`src/rtl/sa_ram_fifo_ctrl_256x8.sv`:
```
// Valid/ready FIFO controller using an external 256x8 two-port RAM as storage.
// A 2-entry output buffer prefetches RAM reads to hide the registered-address latency.
module sa_ram_fifo_ctrl_256x8 #(
   parameter int unsigned AW = 8,
   parameter int unsigned DW = 8
) (
   input  logic          clk,
   input  logic          rstn,
   input  logic          in_pvld,
   output logic          in_prdy,
   input  logic [DW-1:0] in_pd,
   output logic          out_pvld,
   input  logic          out_prdy,
   output logic [DW-1:0] out_pd,
   input  logic          flush,
   output logic [AW+1:0] fifo_cnt,
   output logic          ram_we,
   output logic [AW-1:0] ram_wa,
   output logic [DW-1:0] ram_di,
   output logic          ram_re,
   output logic [AW-1:0] ram_ra,
   input  logic [DW-1:0] ram_dout,
   input  logic [31:0]   pwrbus_ram_pd,
   output logic [31:0]   ram_pwrbus_ram_pd
);

   localparam int unsigned DEPTH = 2 ** AW;

   logic [AW-1:0] wr_ptr;
   logic [AW-1:0] rd_ptr;
   logic [AW:0]   ram_cnt;
   logic          rd_inflight;
   logic [1:0]    out_cnt;
   logic          out_hd;
   logic [DW-1:0] obuf [2];

   logic          push;
   logic          pop;
   logic [2:0]    pend;
   logic [AW:0]   ram_cnt_d;
   logic [1:0]    out_cnt_d;
   logic [AW+1:0] fifo_cnt_d;

   assign in_prdy  = rstn & ~flush & (ram_cnt != (AW+1)'(DEPTH));
   assign out_pvld = rstn & (out_cnt != 2'd0);
   assign push     = in_pvld & in_prdy;
   assign pop      = out_pvld & out_prdy;

   // Keep at most two beats between the in-flight read and the output buffer.
   assign pend   = {1'b0, out_cnt} + {2'b00, rd_inflight};
   assign ram_re = rstn & ~flush & (ram_cnt != '0) & (pend < (3'd2 + {2'b00, pop}));

   assign ram_we            = push;
   assign ram_wa            = wr_ptr;
   assign ram_di            = in_pd;
   assign ram_ra            = rd_ptr;
   assign out_pd            = obuf[out_hd];
   assign ram_pwrbus_ram_pd = pwrbus_ram_pd;

   always_comb begin
      ram_cnt_d  = ram_cnt + (AW+1)'(push) - (AW+1)'(ram_re);
      out_cnt_d  = out_cnt + 2'(rd_inflight) - 2'(pop);
      fifo_cnt_d = (AW+2)'(ram_cnt_d) + (AW+2)'(ram_re) + (AW+2)'(out_cnt_d);
   end

   always_ff @(posedge clk) begin
      if (!rstn || flush) begin
         wr_ptr      <= '0;
         rd_ptr      <= '0;
         ram_cnt     <= '0;
         rd_inflight <= 1'b0;
         out_cnt     <= 2'd0;
         out_hd      <= 1'b0;
         fifo_cnt    <= '0;
      end else begin
         if (push) begin
            wr_ptr <= wr_ptr + 1'b1;
         end
         if (ram_re) begin
            rd_ptr <= rd_ptr + 1'b1;
         end
         // Captured beat lands behind the current occupants of the buffer.
         if (rd_inflight) begin
            obuf[out_hd ^ out_cnt[0]] <= ram_dout;
         end
         if (pop) begin
            out_hd <= ~out_hd;
         end
         ram_cnt     <= ram_cnt_d;
         rd_inflight <= ram_re;
         out_cnt     <= out_cnt_d;
         fifo_cnt    <= fifo_cnt_d;
      end
   end

endmodule

```
`config.mk`:
```
export PLATFORM = sky130hd
export DESIGN_NAME = sa_ram_fifo_ctrl_256x8
export DESIGN_NICKNAME = d
export VERILOG_FILES = /design/src/rtl/sa_ram_fifo_ctrl_256x8.sv
export SDC_FILE = /design/constraint.sdc
export NUM_CORES = 1
export LEC_CHECK = 0
export CORE_MARGIN = 2
export CORE_UTILIZATION = 38
export CTS_CLUSTER_SIZE = 14
export DETAILED_ROUTE_END_ITERATION = 7
export GPL_ROUTABILITY_DRIVEN = 0
export PLACE_DENSITY = 0.76
export RECOVER_POWER = 50
export SLEW_MARGIN = 20
export SYNTH_ARGS = -nofsm -noshare
export SYNTH_HDL_FRONTEND = slang
export SYNTH_SLANG_ARGS = --single-unit
```
`constraint.sdc`:
```
create_clock -name clk -period 4.2 [get_ports clk]
set_clock_uncertainty 0.15 [all_clocks]
set_input_delay 0.84 -clock clk [delete_from_list [all_inputs] [get_ports clk]]
set_output_delay 0.84 -clock clk [all_outputs]
set_load 0.005 [all_outputs]
```
; Word-level counts from Yosys, hierarchy flattened
; Memory sizes are Yosys's and may differ from the RTL's. A register that Yosys moved wholly into a read port is not among the register bits.
; Cells that the tools add are included.
[word_totals]
regBits = 39
ramBits = 16
elab_cells = 39
memories = 1
[classes]
n_addsub = 10
n_lt_le_gt_ge = 1
eq_ne = 1
n_mux = 5
bitwise_logic = 10
n_reduce_logical = 4
[mem_list]
columns = name, depth, word_bits, read_ports, rd_clocked_by_memory_dff, write_ports, line
row1 = obuf, 2, 8, 1, 1, 1, 35  ; logic [DW-1:0] obuf [2];
[ops]
columns = op, n
row1 = adder 8 x 1 -> 8 bit (second input constant), 2
row2 = adder 10 x 2 -> 10 bit, 1
row3 = adder 9 x 1 -> 10 bit, 1
row4 = adder 9 x 1 -> 9 bit, 1
row5 = != test 9 bit (second input constant), 1
row6 = nonzero test 9 bit, 1
row7 = subtractor 9 x 1 -> 9 bit, 1
row8 = AND 1 bit, 7
row9 = two-way mux 1 bit, 5
row10 = adder 2 x 1 -> 3 bit, 1
row11 = adder 2 x 1 -> 3 bit (first input constant), 1
row12 = < comparator 3 bit, 1
row13 = adder 2 x 1 -> 2 bit, 1
row14 = inverter 1 bit, 2
row15 = nonzero test 2 bit, 1
row16 = subtractor 2 x 1 -> 2 bit, 1
row17 = logical NOT 1 bit, 1
row18 = logical OR 1 bit, 1
row19 = XOR 1 bit, 1

; Logic depth before layout (Yosys ltp)
; Gate-level depths: netlist of run 1.
[depth]
depth_word = 9
mapped_depth = 16

; Least setup slack after synthesis of run 1
; No wires, ideal clock.
[synth_path]
path_type = input to register
start = input port flush
end = register fifo_cnt[8]
setup_time_ns = 0.072
arrival_ns = 3.969
setup_slack_ns = 0.008
path_stages = 14
n_path_buf = 1
path_cell_list = nand2b_1 -> clkbuf_1 -> nor4b_4 -> ha_1 -> inv_1 -> ha_1 -> fa_1 -> inv_1 -> fa_1 -> nor2_1 -> nand2_1 -> or3_1 -> nor3_1 -> mux2i_1
[synth_lines]
columns = item, line
row1 = "start, declared", 15  ; input logic flush,
row2 = inverter 1 bit, 51  ; assign ram_re = rstn & ~flush & (ram_cnt != '0) & (pend < (3'd2 + {2'b00, pop}));
row3 = AND 1 bit (3 in series), 51
row4 = net ram_re, 20  ; output logic ram_re,
row5 = subtractor 9 x 1 -> 9 bit, 61  ; ram_cnt_d = ram_cnt + (AW+1)'(push) - (AW+1)'(ram_re);
row6 = net ram_cnt_d[1], 40  ; logic [AW:0] ram_cnt_d;
row7 = adder 9 x 1 -> 10 bit, 63  ; fifo_cnt_d = (AW+2)'(ram_cnt_d) + (AW+2)'(ram_re) + (AW+2)'(out_cnt_d);
row8 = adder 10 x 2 -> 10 bit, 63
row9 = "end signal, assigned", 92  ; fifo_cnt <= fifo_cnt_d;
row10 = "end, declared", 16  ; output logic [AW+1:0] fifo_cnt,
; The timed path passes the listed nets, and every way through them passes these cells.
; A chain may end at the register's enable or synchronous reset.

; Final worst setup path of run 1
[layout_path]
start = input port flush
end = register fifo_cnt[7]
[layout_between]
elab_chain_cells = 8
[layout_lines]
columns = item, line
row1 = inverter 1 bit *, "44, 51"
row2 = AND 1 bit *, "44, 51"
row3 = AND 1 bit, 44  ; assign in_prdy = rstn & ~flush & (ram_cnt != (AW+1)'(DEPTH));
row4 = AND 1 bit, 46  ; assign push = in_pvld & in_prdy;
row5 = adder 9 x 1 -> 9 bit, 61
row6 = subtractor 9 x 1 -> 9 bit *, 61
row7 = net ram_cnt_d[1], 40
row8 = adder 9 x 1 -> 10 bit *, 63
row9 = adder 10 x 2 -> 10 bit *, 63
; The timed path passes the listed nets; every way through them passes the cells marked *.

==> results.py, run 1 <==
metrics = {
    "timing": {
        "min_period_ns": 4.10,
        "hold_viol_final": 0,
        "fin_crit_sh_pct": 97.6,
        "drv_slew": 0,
        "max_freq_mhz": 244,
        "tightest_slew_ns": 0.659,
        "max_slew_margin_pct": 55.9,
        "setup_ws_ns": 0.0990,
        "finalSetupTns_ns": 0,
        "setup_viol": 0,
        "grt_setup_unrepaired": "false",
    },
    "worst_setup_path": {
        "critPathRequiredTime_ns": 4.25,
        "crit_chain": "clkdlybuf4s50_1 > nand2b_1 > buf_4 > a311oi_2 > ha_4 > fa_1 > ha_1 > nor2b_4 > o21bai_4 > a2111o_1 > nor3b_2 > xor2_1 > nor2_1",
        "crit_arrival_ns": 4.15,
        "cp_top_family": "adder cells",
        "endpoint_kind": "flop",
        "max_stage_delay_ns": 0.44,
        "cp_max_fo": 3,
        "cp-startpoint": "flush",
        "cp_slowest_cell": "fa_1",
        "critPathLaunchType": "input pin",
        "path_buf_inv": 2,
        "rr_startpoint": "ram_cnt[4]",
        "timing_worst_setup_path_type": "in -> reg",
    },
    "routing": {
        "drc": 0,
        "firstDrtPassIters": 4,
        "dr_total_vias": 2123,
        "drt-initial-drc-count": 67,
        "detail-route-antenna-nets": 0,
        "wl_mm": 5.86,
        "vias_per_cell": 4.85,
        "avgRoutedWirePerCell_um": 13.4,
    },
    "power_and_ir_drop": {
        "power_leakage_nw": 1.47,
        "comb_power_share_pct": 55.6,
        "switching_share_pct": 38.9,
        "pwr_density_cell_nw_per_um2": 602,
        "p_int_w": 0.00133,
        "p_seq_share_pct": 30.8,
        "vdd_drop_max_uv": 514,
        "clkPwrFrac_pct": 13.6,
        "p_sw_w": 0.000849,
        "power_w": 0.00218,
    },
    "hold_path": {
        "hold_path_class": "reg -> reg",
        "hp-start": "ram_ra[6]",
    },
    "grt": {
        "globalRouteTotalUtil_pct": 14.0,
        "grt_start_max_net_pins": 22,
        "grt_pass1_wl_mm": 9.80,
        "overflow": 0,
        "antenna_found_initial": 0,
        "grt_pass1_vias": 2166,
    },
    "cells_and_area": {
        "layout-drive-gt1-share_pct": 15.8,
        "synthToLayoutAreaGrowth_pct": 20.2,
        "finalNetCount": 410,
        "mostFrequentLayoutCells": "dfxtp_1, nor2_1, clkdlybuf4s50_1, inv_1, dlygate4sd3_1",
        "fill_cells": 707,
        "layout_commonest_cell": "dfxtp_1",
        "antenna_cells": 0,
    },
    "floorplan": {
        "dieArea_sq_um": 8660,
        "die_h_um": 93.1,
        "row_count": 32,
        "io_pins": 131,
        "die_w_um": 93.1,
        "core_area_sq_um": 7730,
        "start_util_pct": 39.0,
    },
    "clock_network": {
        "path_clk_slew_ns": 0.11,
        "cts_hold_buf": 0,
        "cts_root_buf": "clkbuf_8",
        "cts_buffers": 5,
        "htree_levels": 2,
        "worstSkewPairLatency_ns": 0.31,
        "cts_tree": "yes",
        "clock_path_buffers": 2,
        "cts_sinks": 56,
    },
    "synth": {
        "yosys_most_used_dff": "dfxtp_1",
        "postSynth.asyncResetShare_pct": 0,
        "yosysSeqAreaShare_pct": 42.5,
        "syn_inst": 302,
        "ys_ff_latch": 56,
        "syn-cell-area_sq_um": 3020,
        "yosys_warnings": 0,
        "yosysUniqueCellTypes": 45,
        "syn-num-nets": 377,
        "syn_avg_cell_area_sq_um": 9.98,
        "synth_edf_count": 16,
    },
    "placed_design": {
        "pre_cts_ws_ns": -0.337,
        "hpwlAfterDp_mm": 4.44,
        "io_buffers": 50,
    },
    "outcome": {
        "status": "finished clean",
    },
    "run": {
        "cap_violations": 0,
    },
}
==> cell usage after synthesis (8+ instances only) <==
library cell  number  area (sq um)
buf_4             40           300
dfxtp_1           40           801
nor2_1            37           139
inv_1             26          97.6
ha_1              19           238
edfxtp_1          16           480
xnor2_1           16           140
nand2_1           10          37.5
xor2_1            10          87.6
o21ai_0            9          45.0
mux2_2             8          90.1
==> power by group through the flow <==
stage / logic [W] / clock network, W / registers [W]
detailed placement: 0.00114 / 0 / 0.000686
CTS: 0.00117 / 0.000308 / 0.000674
finish: 0.00121 / 0.000298 / 0.000672
global placement: 0.00114 / 0 / 0.000686
global route: 0.00136 / 0.000329 / 0.000681
floorplan: 0.000795 / 0 / 0.000679
==> what timing repair did <==
| action | 4_1_cts | 5_1_grt |
|---|---|---|
| pin swaps | 3 | 13 |
| cloned | 0 | 0 |
| setup buffers | 0 | 2 |
| resized for setup | 1 | 14 |
| endpoints found under the setup margin | 1 | 5 |
==> logic make-up (layout without fill, tap and decap cells) <==
logic type	Yosys count	count (layout)	synth area share [%]
buffers and inverters	71	105	13.8
AND/OR/NAND/NOR	88	88	16.1
AO/OA/AOI/OAI	28	28	6.18
XOR/XNOR	26	26	7.55
multiplexers	11	11	3.98
flip-flops	56	56	42.5
adder cells (fa/ha/maj)	22	22	9.88
==> sequential cells by signal (all words and copies together) (netlist names), named ones only <==
name         count
rd_inflight      1
obuf            16
out_hd           1
out_cnt          2
ram_wa           8
ram_cnt          9
ram_ra           8
fifo_cnt        10
==> final cells by class <==
cell class	count	area, sq um	area share, %
clock inverters	3	21.3	0.587
well taps	102	128	3.52
multi-input cells	175	1370	37.8
flip-flops and latches	56	1280	35.3
inverters	26	97.6	2.69
repair buffers	71	659	18.2
clock buffers	5	68.8	1.90
==> path summary, 6_finish.rpt <==
check | to | slack [ns] | cells past startpoint
max | fifo_cnt[7] | 0.1 | 13
min | ram_ra[6] | 0.36 | 2
max reg2reg | fifo_cnt[7] | 0.30 | 16
min reg2reg | ram_ra[6] | 0.36 | 2
==> metrics by stage <==
stage	hold slack (ns)	util, %	cells	instance area (sq um)
after floorplan	0.327	-	302	3020
after global placement	0.328	44.9	428	3470
after detailed placement	0.342	44.9	428	3470
after CTS	0.361	46.1	436	3560
after global routing	0.383	46.9	438	3630
final	0.358	46.9	438	3630
==> tightest hold or removal path, cell delays in order (launching register included) <==
cell and delay [ns]:
dfxtp_1 0.34, o21ai_0 0.07, a21oi_1 0.06
==> routing by layer <==
layer | global-route usage [%] | share of wire, % | vias up
li1 | - | - | 1037
met1 | 17.2 | 44 | 999
met2 | 24.0 | 48 | 64
met3 | 3.38 | 5.6 | 23
met4 | 5.15 | 1.7 | 0
met5 | 0 | 0 | -
No activity file was read; power rests on OpenSTA's default activity.
==> inputs of run 2 (changes only) <==
SKIP_LAST_GASP = 1   (was default)
==> results of run 2 <==
Final layout, timing and power as in run 1 (identical DEF).
Among the figures that moved: number of gates resized after CTS 1 -> 0; wire length of the first global-routing pass 9800 um -> 9810 um; via count of the first global-routing pass 2166 -> 2165
==> inputs of run 3 (changes only) <==
CAP_MARGIN = 20   (was default)
==> results of run 3 <==
Final layout, timing and power as in run 1 (identical DEF).
Among the figures that moved: number of gates resized after CTS 1 -> 0; wire length of the first global-routing pass 9800 um -> 9810 um; via count of the first global-routing pass 2166 -> 2165
